### src/rtl/pe_pkg.sv
`default_nettype none
// ============================================================================
// Module      : pe_pkg
// Description : Shared state encoding and width helper for the row-stationary
//               conv1d processing element.
// Revision    : 1.0 - initial release
// ============================================================================
package pe_pkg;

  typedef enum logic [2:0] {
    ST_IDLE     = 3'd0,
    ST_LOAD_W   = 3'd1,
    ST_LOAD_A   = 3'd2,
    ST_GET_PSUM = 3'd3,
    ST_MAC      = 3'd4,
    ST_OUT      = 3'd5
  } state_t;

  // Bits needed to index n distinct values, never less than one.
  function automatic int cnt_w(input int n);
    return (n <= 2) ? 1 : $clog2(n);
  endfunction

endpackage
`default_nettype wire

### src/rtl/pe_rs_conv1d_if.sv
`default_nettype none
// ============================================================================
// Module      : pe_rs_conv1d_if
// Description : Stream bundle of the conv1d PE: weight, activation and psum
//               inputs plus the result output, all valid/ready.
// Revision    : 1.0 - initial release
// ============================================================================
interface pe_rs_conv1d_if #(
  parameter int DATA_W = 16,
  parameter int PSUM_W = 32
);
  logic              wght_valid;
  logic [DATA_W-1:0] wght_data;
  logic              wght_ready;
  logic              act_valid;
  logic [DATA_W-1:0] act_data;
  logic              act_ready;
  logic              psum_in_valid;
  logic [PSUM_W-1:0] psum_in;
  logic              psum_in_ready;
  logic              out_valid;
  logic [PSUM_W-1:0] out_data;
  logic              out_ready;

  modport master (
    output wght_valid, wght_data, act_valid, act_data,
           psum_in_valid, psum_in, out_ready,
    input  wght_ready, act_ready, psum_in_ready, out_valid, out_data
  );

  modport slave (
    input  wght_valid, wght_data, act_valid, act_data,
           psum_in_valid, psum_in, out_ready,
    output wght_ready, act_ready, psum_in_ready, out_valid, out_data
  );
endinterface
`default_nettype wire

### src/rtl/pe_spad_bank.sv
`default_nettype none
// ============================================================================
// Module      : pe_spad_bank
// Description : Weight and activation scratchpads; registered write,
//               combinational read, out-of-range accesses ignored / read 0.
// Revision    : 1.0 - initial release
// ============================================================================
module pe_spad_bank
  import pe_pkg::*;
#(
  parameter int DATA_W = 16,
  parameter int K_MAX  = 5,
  parameter int A_MAX  = 32,
  parameter int N_FILT = 4,
  parameter int FW     = 3,
  parameter int KW     = 3,
  parameter int AW     = 6,
  parameter int AIW    = 6
) (
  input  wire logic              clk,
  input  wire logic              i_w_we,
  input  wire logic [FW-1:0]     i_w_f,
  input  wire logic [KW-1:0]     i_w_k,
  input  wire logic [DATA_W-1:0] i_w_wdata,
  input  wire logic              i_a_we,
  input  wire logic [AW-1:0]     i_a_waddr,
  input  wire logic [DATA_W-1:0] i_a_wdata,
  input  wire logic [FW-1:0]     i_rd_f,
  input  wire logic [KW-1:0]     i_rd_k,
  input  wire logic [AIW-1:0]    i_rd_a,
  output logic      [DATA_W-1:0] o_w_rdata,
  output logic      [DATA_W-1:0] o_a_rdata
);
  localparam int c_FI = cnt_w(N_FILT);
  localparam int c_KI = cnt_w(K_MAX);
  localparam int c_AI = cnt_w(A_MAX);

  logic [DATA_W-1:0] r_wmem [N_FILT][K_MAX];
  logic [DATA_W-1:0] r_amem [A_MAX];

  logic w_wr_in, w_ar_in, w_rw_in, w_ra_in;

  assign w_wr_in = (i_w_f < FW'(N_FILT)) && (i_w_k < KW'(K_MAX));
  assign w_ar_in = (i_a_waddr < AW'(A_MAX));
  assign w_rw_in = (i_rd_f < FW'(N_FILT)) && (i_rd_k < KW'(K_MAX));
  assign w_ra_in = (i_rd_a < AIW'(A_MAX));

  always_ff @(posedge clk) begin
    if (i_w_we && w_wr_in)
      r_wmem[i_w_f[c_FI-1:0]][i_w_k[c_KI-1:0]] <= i_w_wdata;
    if (i_a_we && w_ar_in)
      r_amem[i_a_waddr[c_AI-1:0]] <= i_a_wdata;
  end

  assign o_w_rdata = w_rw_in ? r_wmem[i_rd_f[c_FI-1:0]][i_rd_k[c_KI-1:0]] : '0;
  assign o_a_rdata = w_ra_in ? r_amem[i_rd_a[c_AI-1:0]] : '0;

endmodule
`default_nettype wire

### src/rtl/pe_rs_conv1d.sv
`default_nettype none
// ============================================================================
// Module      : pe_rs_conv1d
// Description : Row-stationary PE computing F filters x (A-K+1) positions of a
//               1-D convolution with optional psum accumulation.
// Revision    : 1.0 - initial release
// ============================================================================
module pe_rs_conv1d
  import pe_pkg::*;
#(
  parameter int DATA_W = 16,
  parameter int PSUM_W = 32,
  parameter int K_MAX  = 5,
  parameter int A_MAX  = 32,
  parameter int N_FILT = 4,
  localparam int c_KW  = cnt_w(K_MAX + 1),
  localparam int c_AW  = cnt_w(A_MAX + 1),
  localparam int c_FW  = cnt_w(N_FILT + 1),
  localparam int c_AIW = cnt_w(A_MAX + K_MAX)
) (
  input  wire logic            clk,
  input  wire logic            reset,
  input  wire logic [c_KW-1:0] cfg_k,
  input  wire logic [c_AW-1:0] cfg_a,
  input  wire logic [c_FW-1:0] cfg_nf,
  input  wire logic            cfg_psum_en,
  pe_rs_conv1d_if.slave        bus,
  input  wire logic            start,
  output logic                 busy,
  output logic                 done,
  output logic                 cfg_err
);
  state_t r_state, w_state_nx;

  logic              r_w_loaded, r_a_loaded;
  logic [c_FW-1:0]   r_ld_f;
  logic [c_KW-1:0]   r_ld_k;
  logic [c_AW-1:0]   r_ld_a;
  logic [c_KW-1:0]   r_k, r_tap;
  logic [c_AW-1:0]   r_a, r_pos;
  logic [c_FW-1:0]   r_nf, r_filt;
  logic              r_psum_en;
  logic [PSUM_W-1:0] r_acc;
  logic              r_done, r_cfg_err;

  logic w_wght_ready, w_act_ready, w_psum_ready;
  logic w_start_ok, w_start_bad, w_cfg_legal;
  logic w_wbeat, w_abeat, w_wk_last, w_wf_last, w_w_last, w_a_last;
  logic w_tap_last, w_filt_last, w_pos_last;
  logic [c_AIW-1:0]         w_a_idx;
  logic [DATA_W-1:0]        w_wq, w_aq;
  logic signed [2*DATA_W-1:0] w_prod;
  logic [PSUM_W-1:0]        w_prod_ext;

  // Load progress follows the live config; compute uses the copy latched at start.
  assign w_wk_last = (cfg_k == '0) || (r_ld_k == cfg_k - c_KW'(1));
  assign w_wf_last = (cfg_nf == '0) || (r_ld_f == cfg_nf - c_FW'(1));
  assign w_w_last  = w_wk_last && w_wf_last;
  assign w_a_last  = (cfg_a == '0) || (r_ld_a == cfg_a - c_AW'(1));

  assign w_cfg_legal = (cfg_k != '0) && (cfg_k <= c_KW'(K_MAX)) &&
                       (cfg_a >= c_AW'(cfg_k)) && (cfg_a <= c_AW'(A_MAX)) &&
                       (cfg_nf != '0) && (cfg_nf <= c_FW'(N_FILT));

  assign w_tap_last  = (r_tap == r_k - c_KW'(1));
  assign w_filt_last = (r_filt == r_nf - c_FW'(1));
  assign w_pos_last  = (r_pos == r_a - c_AW'(r_k));

  assign w_wbeat = bus.wght_valid && w_wght_ready;
  assign w_abeat = bus.act_valid && w_act_ready;

  assign w_a_idx    = c_AIW'(r_pos) + c_AIW'(r_tap);
  assign w_prod     = $signed(w_wq) * $signed(w_aq);
  assign w_prod_ext = PSUM_W'(w_prod);

  pe_spad_bank #(
    .DATA_W (DATA_W),
    .K_MAX  (K_MAX),
    .A_MAX  (A_MAX),
    .N_FILT (N_FILT),
    .FW     (c_FW),
    .KW     (c_KW),
    .AW     (c_AW),
    .AIW    (c_AIW)
  ) u_spad (
    .clk       (clk),
    .i_w_we    (w_wbeat),
    .i_w_f     (r_ld_f),
    .i_w_k     (r_ld_k),
    .i_w_wdata (bus.wght_data),
    .i_a_we    (w_abeat),
    .i_a_waddr (r_ld_a),
    .i_a_wdata (bus.act_data),
    .i_rd_f    (r_filt),
    .i_rd_k    (r_tap),
    .i_rd_a    (w_a_idx),
    .o_w_rdata (w_wq),
    .o_a_rdata (w_aq)
  );

  always_ff @(posedge clk or posedge reset) begin
    if (reset) r_state <= ST_IDLE;
    else       r_state <= w_state_nx;
  end

  always_comb begin
    w_state_nx   = r_state;
    w_wght_ready = 1'b0;
    w_act_ready  = 1'b0;
    w_psum_ready = 1'b0;
    w_start_ok   = 1'b0;
    w_start_bad  = 1'b0;
    case (r_state)
      ST_IDLE: begin
        // Weights take priority, so activations are refused while weights are offered.
        w_wght_ready = ~reset;
        w_act_ready  = ~reset & ~bus.wght_valid;
        if (bus.wght_valid) begin
          if (!w_w_last) w_state_nx = ST_LOAD_W;
        end else if (bus.act_valid) begin
          if (!w_a_last) w_state_nx = ST_LOAD_A;
        end else if (start) begin
          if (!w_cfg_legal) begin
            w_start_bad = 1'b1;
          end else if (r_w_loaded && r_a_loaded) begin
            w_start_ok = 1'b1;
            w_state_nx = cfg_psum_en ? ST_GET_PSUM : ST_MAC;
          end
        end
      end
      ST_LOAD_W: begin
        w_wght_ready = 1'b1;
        if (bus.wght_valid && w_w_last) w_state_nx = ST_IDLE;
      end
      ST_LOAD_A: begin
        w_act_ready = 1'b1;
        if (bus.act_valid && w_a_last) w_state_nx = ST_IDLE;
      end
      ST_GET_PSUM: begin
        w_psum_ready = 1'b1;
        if (bus.psum_in_valid) w_state_nx = ST_MAC;
      end
      ST_MAC: begin
        if (w_tap_last) w_state_nx = ST_OUT;
      end
      ST_OUT: begin
        if (bus.out_ready) begin
          if (w_filt_last && w_pos_last) w_state_nx = ST_IDLE;
          else w_state_nx = r_psum_en ? ST_GET_PSUM : ST_MAC;
        end
      end
      default: w_state_nx = ST_IDLE;
    endcase
  end

  always_ff @(posedge clk or posedge reset) begin
    if (reset) begin
      r_w_loaded <= 1'b0;
      r_a_loaded <= 1'b0;
      r_ld_f     <= '0;
      r_ld_k     <= '0;
      r_ld_a     <= '0;
      r_k        <= '0;
      r_a        <= '0;
      r_nf       <= '0;
      r_psum_en  <= 1'b0;
      r_tap      <= '0;
      r_filt     <= '0;
      r_pos      <= '0;
      r_acc      <= '0;
      r_done     <= 1'b0;
      r_cfg_err  <= 1'b0;
    end else begin
      r_done <= 1'b0;
      if (w_wbeat) begin
        r_w_loaded <= w_w_last;
        if (w_w_last) begin
          r_ld_k <= '0;
          r_ld_f <= '0;
        end else if (w_wk_last) begin
          r_ld_k <= '0;
          r_ld_f <= r_ld_f + c_FW'(1);
        end else begin
          r_ld_k <= r_ld_k + c_KW'(1);
        end
      end
      if (w_abeat) begin
        r_a_loaded <= w_a_last;
        r_ld_a     <= w_a_last ? '0 : r_ld_a + c_AW'(1);
      end
      if (w_start_bad) begin
        r_done    <= 1'b1;
        r_cfg_err <= 1'b1;
      end
      if (w_start_ok) begin
        r_cfg_err <= 1'b0;
        r_k       <= cfg_k;
        r_a       <= cfg_a;
        r_nf      <= cfg_nf;
        r_psum_en <= cfg_psum_en;
        r_tap     <= '0;
        r_filt    <= '0;
        r_pos     <= '0;
        r_acc     <= '0;
      end
      case (r_state)
        ST_GET_PSUM: if (bus.psum_in_valid) r_acc <= bus.psum_in;
        ST_MAC: begin
          r_acc <= r_acc + w_prod_ext;
          r_tap <= w_tap_last ? '0 : r_tap + c_KW'(1);
        end
        ST_OUT: begin
          if (bus.out_ready) begin
            r_acc <= '0;
            if (w_filt_last && w_pos_last) begin
              r_done <= 1'b1;
            end else if (w_filt_last) begin
              r_filt <= '0;
              r_pos  <= r_pos + c_AW'(1);
            end else begin
              r_filt <= r_filt + c_FW'(1);
            end
          end
        end
        default: ;
      endcase
    end
  end

  assign bus.wght_ready    = w_wght_ready;
  assign bus.act_ready     = w_act_ready;
  assign bus.psum_in_ready = w_psum_ready;
  assign bus.out_valid     = (r_state == ST_OUT);
  assign bus.out_data      = r_acc;
  assign busy              = (r_state != ST_IDLE);
  assign done              = r_done;
  assign cfg_err           = r_cfg_err;

endmodule
`default_nettype wire

### src/flat_wrapper.sv
// flat-port wrapper written by rule: the top's interface ports become plain ports
module pe_rs_conv1d_flat import pe_pkg::*;
#(
  parameter int DATA_W = 16,
  parameter int PSUM_W = 32,
  parameter int K_MAX  = 5,
  parameter int A_MAX  = 32,
  parameter int N_FILT = 4,
  localparam int c_KW  = cnt_w(K_MAX + 1),
  localparam int c_AW  = cnt_w(A_MAX + 1),
  localparam int c_FW  = cnt_w(N_FILT + 1),
  localparam int c_AIW = cnt_w(A_MAX + K_MAX)
)
  (clk, reset, cfg_k, cfg_a, cfg_nf, cfg_psum_en, start, busy, done, cfg_err, bus_wght_valid, bus_wght_data, bus_act_valid, bus_act_data, bus_psum_in_valid, bus_psum_in, bus_out_ready, bus_wght_ready, bus_act_ready, bus_psum_in_ready, bus_out_valid, bus_out_data);
  pe_rs_conv1d_if #(.DATA_W(DATA_W), .PSUM_W(PSUM_W)) bus_i ();
  input  wire logic clk;
  input  wire logic reset;
  input  wire logic [c_KW-1:0] cfg_k;
  input  wire logic [c_AW-1:0] cfg_a;
  input  wire logic [c_FW-1:0] cfg_nf;
  input  wire logic cfg_psum_en;
  input  wire logic start;
  output logic busy;
  output logic done;
  output logic cfg_err;
  input wire logic [$bits(bus_i.wght_valid)-1:0] bus_wght_valid;
  input wire logic [$bits(bus_i.wght_data)-1:0] bus_wght_data;
  input wire logic [$bits(bus_i.act_valid)-1:0] bus_act_valid;
  input wire logic [$bits(bus_i.act_data)-1:0] bus_act_data;
  input wire logic [$bits(bus_i.psum_in_valid)-1:0] bus_psum_in_valid;
  input wire logic [$bits(bus_i.psum_in)-1:0] bus_psum_in;
  input wire logic [$bits(bus_i.out_ready)-1:0] bus_out_ready;
  output wire logic [$bits(bus_i.wght_ready)-1:0] bus_wght_ready;
  output wire logic [$bits(bus_i.act_ready)-1:0] bus_act_ready;
  output wire logic [$bits(bus_i.psum_in_ready)-1:0] bus_psum_in_ready;
  output wire logic [$bits(bus_i.out_valid)-1:0] bus_out_valid;
  output wire logic [$bits(bus_i.out_data)-1:0] bus_out_data;
  assign bus_i.wght_valid = bus_wght_valid;
  assign bus_i.wght_data = bus_wght_data;
  assign bus_i.act_valid = bus_act_valid;
  assign bus_i.act_data = bus_act_data;
  assign bus_i.psum_in_valid = bus_psum_in_valid;
  assign bus_i.psum_in = bus_psum_in;
  assign bus_i.out_ready = bus_out_ready;
  assign bus_wght_ready = bus_i.wght_ready;
  assign bus_act_ready = bus_i.act_ready;
  assign bus_psum_in_ready = bus_i.psum_in_ready;
  assign bus_out_valid = bus_i.out_valid;
  assign bus_out_data = bus_i.out_data;
  pe_rs_conv1d #(.DATA_W(DATA_W), .PSUM_W(PSUM_W), .K_MAX(K_MAX), .A_MAX(A_MAX), .N_FILT(N_FILT)) u_core (.clk(clk), .reset(reset), .cfg_k(cfg_k), .cfg_a(cfg_a), .cfg_nf(cfg_nf), .cfg_psum_en(cfg_psum_en), .bus(bus_i), .start(start), .busy(busy), .done(done), .cfg_err(cfg_err));
endmodule
### config.mk
export PLATFORM = sky130hd
export DESIGN_NAME = pe_rs_conv1d_flat
export DESIGN_NICKNAME = d
export VERILOG_FILES = /design/src/rtl/pe_pkg.sv /design/src/rtl/pe_rs_conv1d_if.sv /design/src/rtl/pe_spad_bank.sv /design/src/rtl/pe_rs_conv1d.sv /design/src/flat_wrapper.sv
export SDC_FILE = /design/constraint.sdc
export NUM_CORES = 2
export LEC_CHECK = 0
export CAP_MARGIN = 5
export CORE_AREA = 2 2 333 467
export DETAILED_ROUTE_END_ITERATION = 16
export DIE_AREA = 0 0 335 469
export PLACE_DENSITY = 0.49
export SETUP_SLACK_MARGIN = 0.15
export SLEW_MARGIN = 20
export SYNTH_ARGS = -nofsm -noshare
export SYNTH_HDL_FRONTEND = slang
export SYNTH_SLANG_ARGS = --single-unit
export TNS_END_PERCENT = 1
### constraint.sdc
create_clock -name clk -period 11.9 [get_ports clk]
set_clock_uncertainty 0.05 [all_clocks]
set_input_delay 2.38 -clock clk [delete_from_list [all_inputs] [get_ports clk]]
set_output_delay 2.38 -clock clk [all_outputs]
set_load 0.005 [all_outputs]
# Yosys cells after proc, flatten, opt, wreduce, memory -nomap -nowiden

Memory sizes are Yosys's and may differ from the RTL's.
Index checks and enable logic that the tools add are counted.

Add/sub/neg operators: 14
Multiply operators: 1
$lt $le $gt $ge: 13
Equality and inequality tests: 21
Muxes and demuxes: 69
Bitwise operators: 5
Reduce and logical (&&, ||, !) cells: 32

Operators with widths:

| operator              | number |
|---|---|
| $mux W32              | 3 |
| $pmux W32 S3          | 1 |
| $mux W3               | 27 |
| $mux W16              | 5 |
| $mux W80              | 1 |
| $bmux W16 S3          | 1 |
| $demux W16 S3         | 1 |
| $mux W6               | 6 |
| $add A32 B32 Y32      | 1 |
| $mul A16 B16 Y32      | 1 |
| $mux W1               | 21 |
| $pmux W3 S6           | 1 |
| $logic_and A1 B1 Y1   | 17 |
| $add A3 B1 Y3 const B | 4 |
| $add A6 B1 Y6 const B | 2 |
| $eq A3 B3 Y1          | 4 |
| $eq A6 B6 Y1          | 2 |
| $lt A3 B3 Y1 const B  | 4 |
| $lt A6 B6 Y1 const B  | 2 |
| $sub A3 B1 Y3 const B | 4 |
| $reduce_and A10 Y1    | 1 |
| $logic_not A3 Y1      | 3 |
| $reduce_bool A3 Y1    | 3 |
| $ge A4 B4 Y1 const B  | 2 |
| 23 further kinds      | 38 |

Bits in registers: 76
Memory bits (writable): 832
Input port bits: 84
Output and inout port bits: 39
Word-level logic and storage cells: 173
Memories: 2

Memory list:

| name                 | words | bits a word | read ports | clocked after Yosys merged registers in | write ports | line               | text |
|---|---|---|---|---|---|---|---|
| u_core.u_spad.r_amem | 32    | 16          | 1          | 0                                       | 1           | pe_spad_bank.sv:39 | `logic [DATA_W-1:0] r_amem [A_MAX];` |
| u_core.u_spad.r_wmem | 4     | 80          | 1          | 0                                       | 1           | pe_spad_bank.sv:38 | `logic [DATA_W-1:0] r_wmem [N_FILT][K_MAX];` |

# Logic depth before layout (Yosys ltp)

Depth after elaboration: 16
Gate-level depth with buffers: 36
Depth with buffers taken out: 32

# Cells and area by module

Synthesis repeated with hierarchy kept, for this count alone.

Cell total of the unflattened synthesis: 3172
Area, all modules: 47752.0 um2

Modules (own cells, without submodules):

| module       | instances | cells each | area each (um2) | seq. area each (um2) |
|---|---|---|---|---|
| pe_spad_bank | 1         | 1492       | 32339.8         | 24984.0 |
| pe_rs_conv1d | 1         | 1680       | 15412.3         | 1901.8 |

# Worst setup path after synthesis

OpenSTA, ideal clock, no wires.

Path kind: register -> register
Start point: reg u_core.r_tap[1]
End point: reg u_core.r_acc[29] (netlist: u_core.bus.out_data[29])
Library setup time: 0.069 ns
Arrival time: 8.905 ns
Data required time: 11.781 ns
Slack: 2.876 ns
Cell stages (with the launch flop): 35
Buffers on the path: 6
Period minus slack after synthesis: 9.024 ns
Cells stage by stage: dfrtp_1 clkbuf_1 inv_2 buf_2 fa_1 buf_4 buf_2 clkbuf_1 mux4_2 mux4_2 nand2_1 nand2_1 nand2_1 buf_4 nor2_1 fa_1 inv_1 fa_1 fa_1 inv_1 fa_1 fa_1 inv_1 fa_1 inv_1 ha_1 and3_1 o21ai_0 a2bb2oi_1 o21a_1 o31ai_1 a21o_1 a21oi_1 or4b_2 nand3_1

Cells in the longest elaborated chain, start to end: 8
Elaborated cells between the ends (all ways): 14
Classes of those cells: add/sub: 2; mul: 1; order compare: 2; mux: 6; bitwise: 1; reduce/logical: 1; memory: 1

Ends and longest elaborated chain:

| what                                                    | line                | text |
|---|---|---|
| from (decl)                                             | pe_rs_conv1d.sv:39  | `logic [c_KW-1:0] r_k, r_tap;` |
| from (signal assigned)                                  | pe_rs_conv1d.sv:210 | `r_tap <= w_tap_last ? '0 : r_tap + c_KW'(1);` |
| branches (longest 5 deep; another with $mem_v2 Z32 W16) | n/a                 |  |
| $mul A16 B16 Y32 (*)                                    | pe_rs_conv1d.sv:73  | `assign w_prod = $signed(w_wq) * $signed(w_aq);` |
| $add A32 B32 Y32 (*)                                    | pe_rs_conv1d.sv:209 | `r_acc <= r_acc + w_prod_ext;` |
| $pmux W32 S3 (*)                                        | pe_rs_conv1d.sv:206 | `case (r_state)` |
| to (signal assigned)                                    | pe_rs_conv1d.sv:207 | `ST_GET_PSUM: if (bus.psum_in_valid) r_acc <= bus.psum_in;` |
| to (signal assigned)                                    | pe_rs_conv1d.sv:209 |  |
| to (decl)                                               | pe_rs_conv1d.sv:43  | `logic [PSUM_W-1:0] r_acc;` |

Every way passes the cells marked *. The select of a mux whose other input is x is not followed.
A chain may end at the register's enable or synchronous reset.

# Final worst setup path

Same ends and word-level chain as after synthesis.

==> results.txt <==
The clock transition at the register clock pins on the worst setup and hold paths after CTS is 60 ps. The clock sink total is 908. Ranked by total cell area, the synthesized netlist is headed by edfxtp_1 53%, fa_1 13%, mux4_2 12%, dfrtp_1 4.0%, ha_1 3.3%.

The worst setup path is captured at a flop. The later-pin clock latency in the skew report is 710 ps. The number of vias per cell is 4.90.

The cell with the most instances on the worst path is fa_1. The max-slew violation count is 0. The initial antenna violation count came to 11.

TritonCTS built the clock tree. In this run, post-CTS repair resized a total of 0 instances. The launching element type of the critical path is a flop. The most numerous cell in the Yosys netlist is edfxtp_1. In the synthesized netlist, the cells that appear most often are 832 x edfxtp_1, 400 x inv_1, 295 x fa_1, 253 x mux4_2, 236 x nand2_1.

The setup slack after layout is 1510 ps. The number of library cell types mapped by synthesis is 71. The data arrival at the endpoint of the critical path is 10,980 ps. The total negative slack for setup checks came out at 0 ps. The via count came out at 25,800. The post-synth net total came out at 3,561.

The maximum clock rate is 0.0962 GHz. The synthesis-to-finish area growth is 14.1%. The final wirelength came out at 129,000 microns.

The detail-routed net length per standard cell came out at 24.5 microns. The slowest stage of the critical path is the fa_4 cell. Max-cap violations in this run came to 0.

The synthesized cell area came out at 47,200 sq um. The tightest min-delay check is of the reg2reg type. Across every metal layer, demand over resource in global routing totals 0.165.

The transition time at the pin with the least slew margin is 1180 ps. The setup violation total in the final timing report came out at 0. The flow ran to the end, and the final reports show no timing, DRC or antenna violations. The detailed placement HPWL is 89,200 microns.

The floorplan core area is 153,000 sq um. The wire length of the first global-routing pass came out at 188,000 microns. The critical-path maximum fanout is 27. For this run, the register share of the synthesized area comes to 0.569. Counting I/O delays and the setup requirement, the final critical path takes 10,390 ps. The die area came out at 157,000 sq um.

The worst-case setup slack after placement came out at 1440 ps. The x dimension of the die came out at 335 microns. The number of enable-type register cells in the synthesized netlist is 832. The maximum buffer depth of the clock tree is 3. The iteration count of the initial detailed-routing pass came out at 6.

At the end of the flow, the number of nets in the layout was 3,726. The number of global-route vias before repair is 27,800. The routability congestion estimate from global placement is 0.823. The post-detailed-route DRC marker count came out at 0. The largest net degree at the start of global routing came out at 46. The first-iteration detailed-routing DRC count is 1,812. The number of port buffers is 122. Of all cell types, the one taking the most synthesized area is edfxtp_1.

The post-route fraction of the period consumed by the critical path came out at 0.873. The worst pin sits at a relative slew slack of 0.216. For this design, the CTS-stage hold fixing added 0 buffers.

The number of instances in the synthesized netlist came out at 3,056. The critical path is of the reg2reg type. The synthesized area per cell came out at 15.4 sq um.

The remaining global-route overflow came out at 0. The number of clock buffers added by TritonCTS is 89. The hold violation total from the final report came out at 0. The count of yosys warnings during synthesis came out at 0. The share of the synthesized area in the top cell type is 0.529. The remaining antenna violation count after routing came out at 0.

The height of the die came out at 469 microns. The required time of the critical path came out at 12,490 ps. Setup repair after global routing left no endpoint under its margin. At the end of the flow the core is filled with cells to 0.353. In the final layout, the share of cells above drive strength 1 is 0.160. The root buffer cell chosen for the clock tree is clkbuf_16.

The main flop type after synthesis is edfxtp_1. The initial core utilization is 0.309. The depth of the CTS H-tree is 3. The share of flip-flops with an asynchronous set or reset after synthesis came out at 0.0837.

The floorplan has 170 rows. Post-CTS timing repair inserted 0 buffers for setup. The critical path's largest stage delay is 1150 ps. The total of flip-flops plus latches after synthesis came out at 908. The I/O pin total came out at 123.
cell families after synthesis:
| group | share of synthesized area |
|---|---|
| DFF | 0.569 |
| AOI/OAI and AO/OA | 0.0339 |
| and+or+nand+nor | 0.0551 |
| buffers and inverters | 0.0447 |
| muxes | 0.123 |
| xor gates and xnor gates | 0.0150 |
| adders and majority gates | 0.158 |
final cells by class:
cell class              instances  area, sq um
inverters                     403         1520
fillers                     14600        98800
repair buffers                196         1730
diodes                          1         2.50
well taps                    1978         2470
multi-input cells            1623        18500
clock buffers                 112         2330
flip-flops and latches        908        26900
clock inverters                45          399
worst max-delay path: cells and delay by family, from the launching register on:
| kind | cells | cell delay (ps) |
|---|---|---|
| fa+ha+maj | 8 | 4380 |
| mux | 2 | 1050 |
| compound gates | 6 | 1170 |
| simple gates | 7 | 1760 |
| buf+inv | 7 | 1310 |
| flops | 1 | 550 |
layer usage:
metal	GRT usage	up-vias	share of wire
li1	-	11300	-
met1	0.194	13800	0.38
met2	0.307	547	0.54
met3	0.0268	184	0.043
met4	0.0530	14	0.028
met5	0	-	0.00073
cell usage in the layout (no fill, tap or decap), drive strengths merged, types with 7 or more instances in the layout:
| cell type | count |
|---|---|
| clkbuf | 112 |
| nor3 | 20 |
| ha | 126 |
| xnor2 | 49 |
| o22ai | 14 |
| and2 | 10 |
| a211oi | 8 |
| mux2 | 7 |
| xor2 | 30 |
| and3 | 16 |
| o21ai | 62 |
| nand3 | 44 |
| mux4 | 253 |
| clkdlybuf4s50 | 108 |
| a22o | 8 |
| nand2 | 236 |
| a21o | 16 |
| a21oi | 64 |
| clkinv | 37 |
| buf | 88 |
| inv | 404 |
| fa | 295 |
| a32oi | 17 |
| nor2b | 11 |
| nand2b | 11 |
| edfxtp | 832 |
| o31ai | 8 |
| dfrtp | 76 |
| nor2 | 235 |
sequential cells by signal, indices dropped and copies added, names as in the netlist:
register              flops
u_core.r_filt             3
u_core.r_psum_en          1
u_core.bus.out_data      32
u_core.r_ld_k             3
u_core.done               1
u_core.r_ld_f             3
u_core.r_pos              6
u_core.r_a_loaded         1
u_core.r_state            3
u_core.r_a                6
u_core.r_w_loaded         1
u_core.r_tap              3
u_core.r_ld_a             6
u_core.r_k                3
u_core.r_nf               3
u_core.cfg_err            1
u_core.u_spad.r_amem    512
u_core.u_spad.r_wmem    320
metrics by stage:
stage,instances,hold slack (ps),cell area (sq um)
6_report,5266,423,53900
3_5_place_dp,5108,413,51200
5_1_grt,5266,456,53900
2_1_floorplan,3056,392,47200
4_1_cts,5265,427,53900
3_3_place_gp,5108,412,51200
final timing paths:
kind / from / to / slack [ps] / cells after the start
hold reg to reg: u_core.r_a[2]$_DFFE_PP0P_ / u_core.r_a[2]$_DFFE_PP0P_ / 420 / 2
setup reg to reg: u_core.r_tap[1]$_DFFE_PP0P_ / u_core.bus.out_data[29]$_DFF_PP0_ / 1510 / 30
max in group asynchronous: reset / u_core.r_filt[0]$_DFF_PP0_ / 8490 / 3
hold / removal: u_core.r_a[2]$_DFFE_PP0P_ / u_core.r_a[2]$_DFFE_PP0P_ / 420 / 2
min in group asynchronous: reset / u_core.bus.out_data[8]$_DFF_PP0_ / 2200 / 2
setup / recovery: u_core.r_tap[1]$_DFFE_PP0P_ / u_core.bus.out_data[29]$_DFF_PP0_ / 1510 / 30
Power is left out: the tool's default activity adds up to more than one toggle a clock period on the data nets, which glitch-free logic cannot reach.
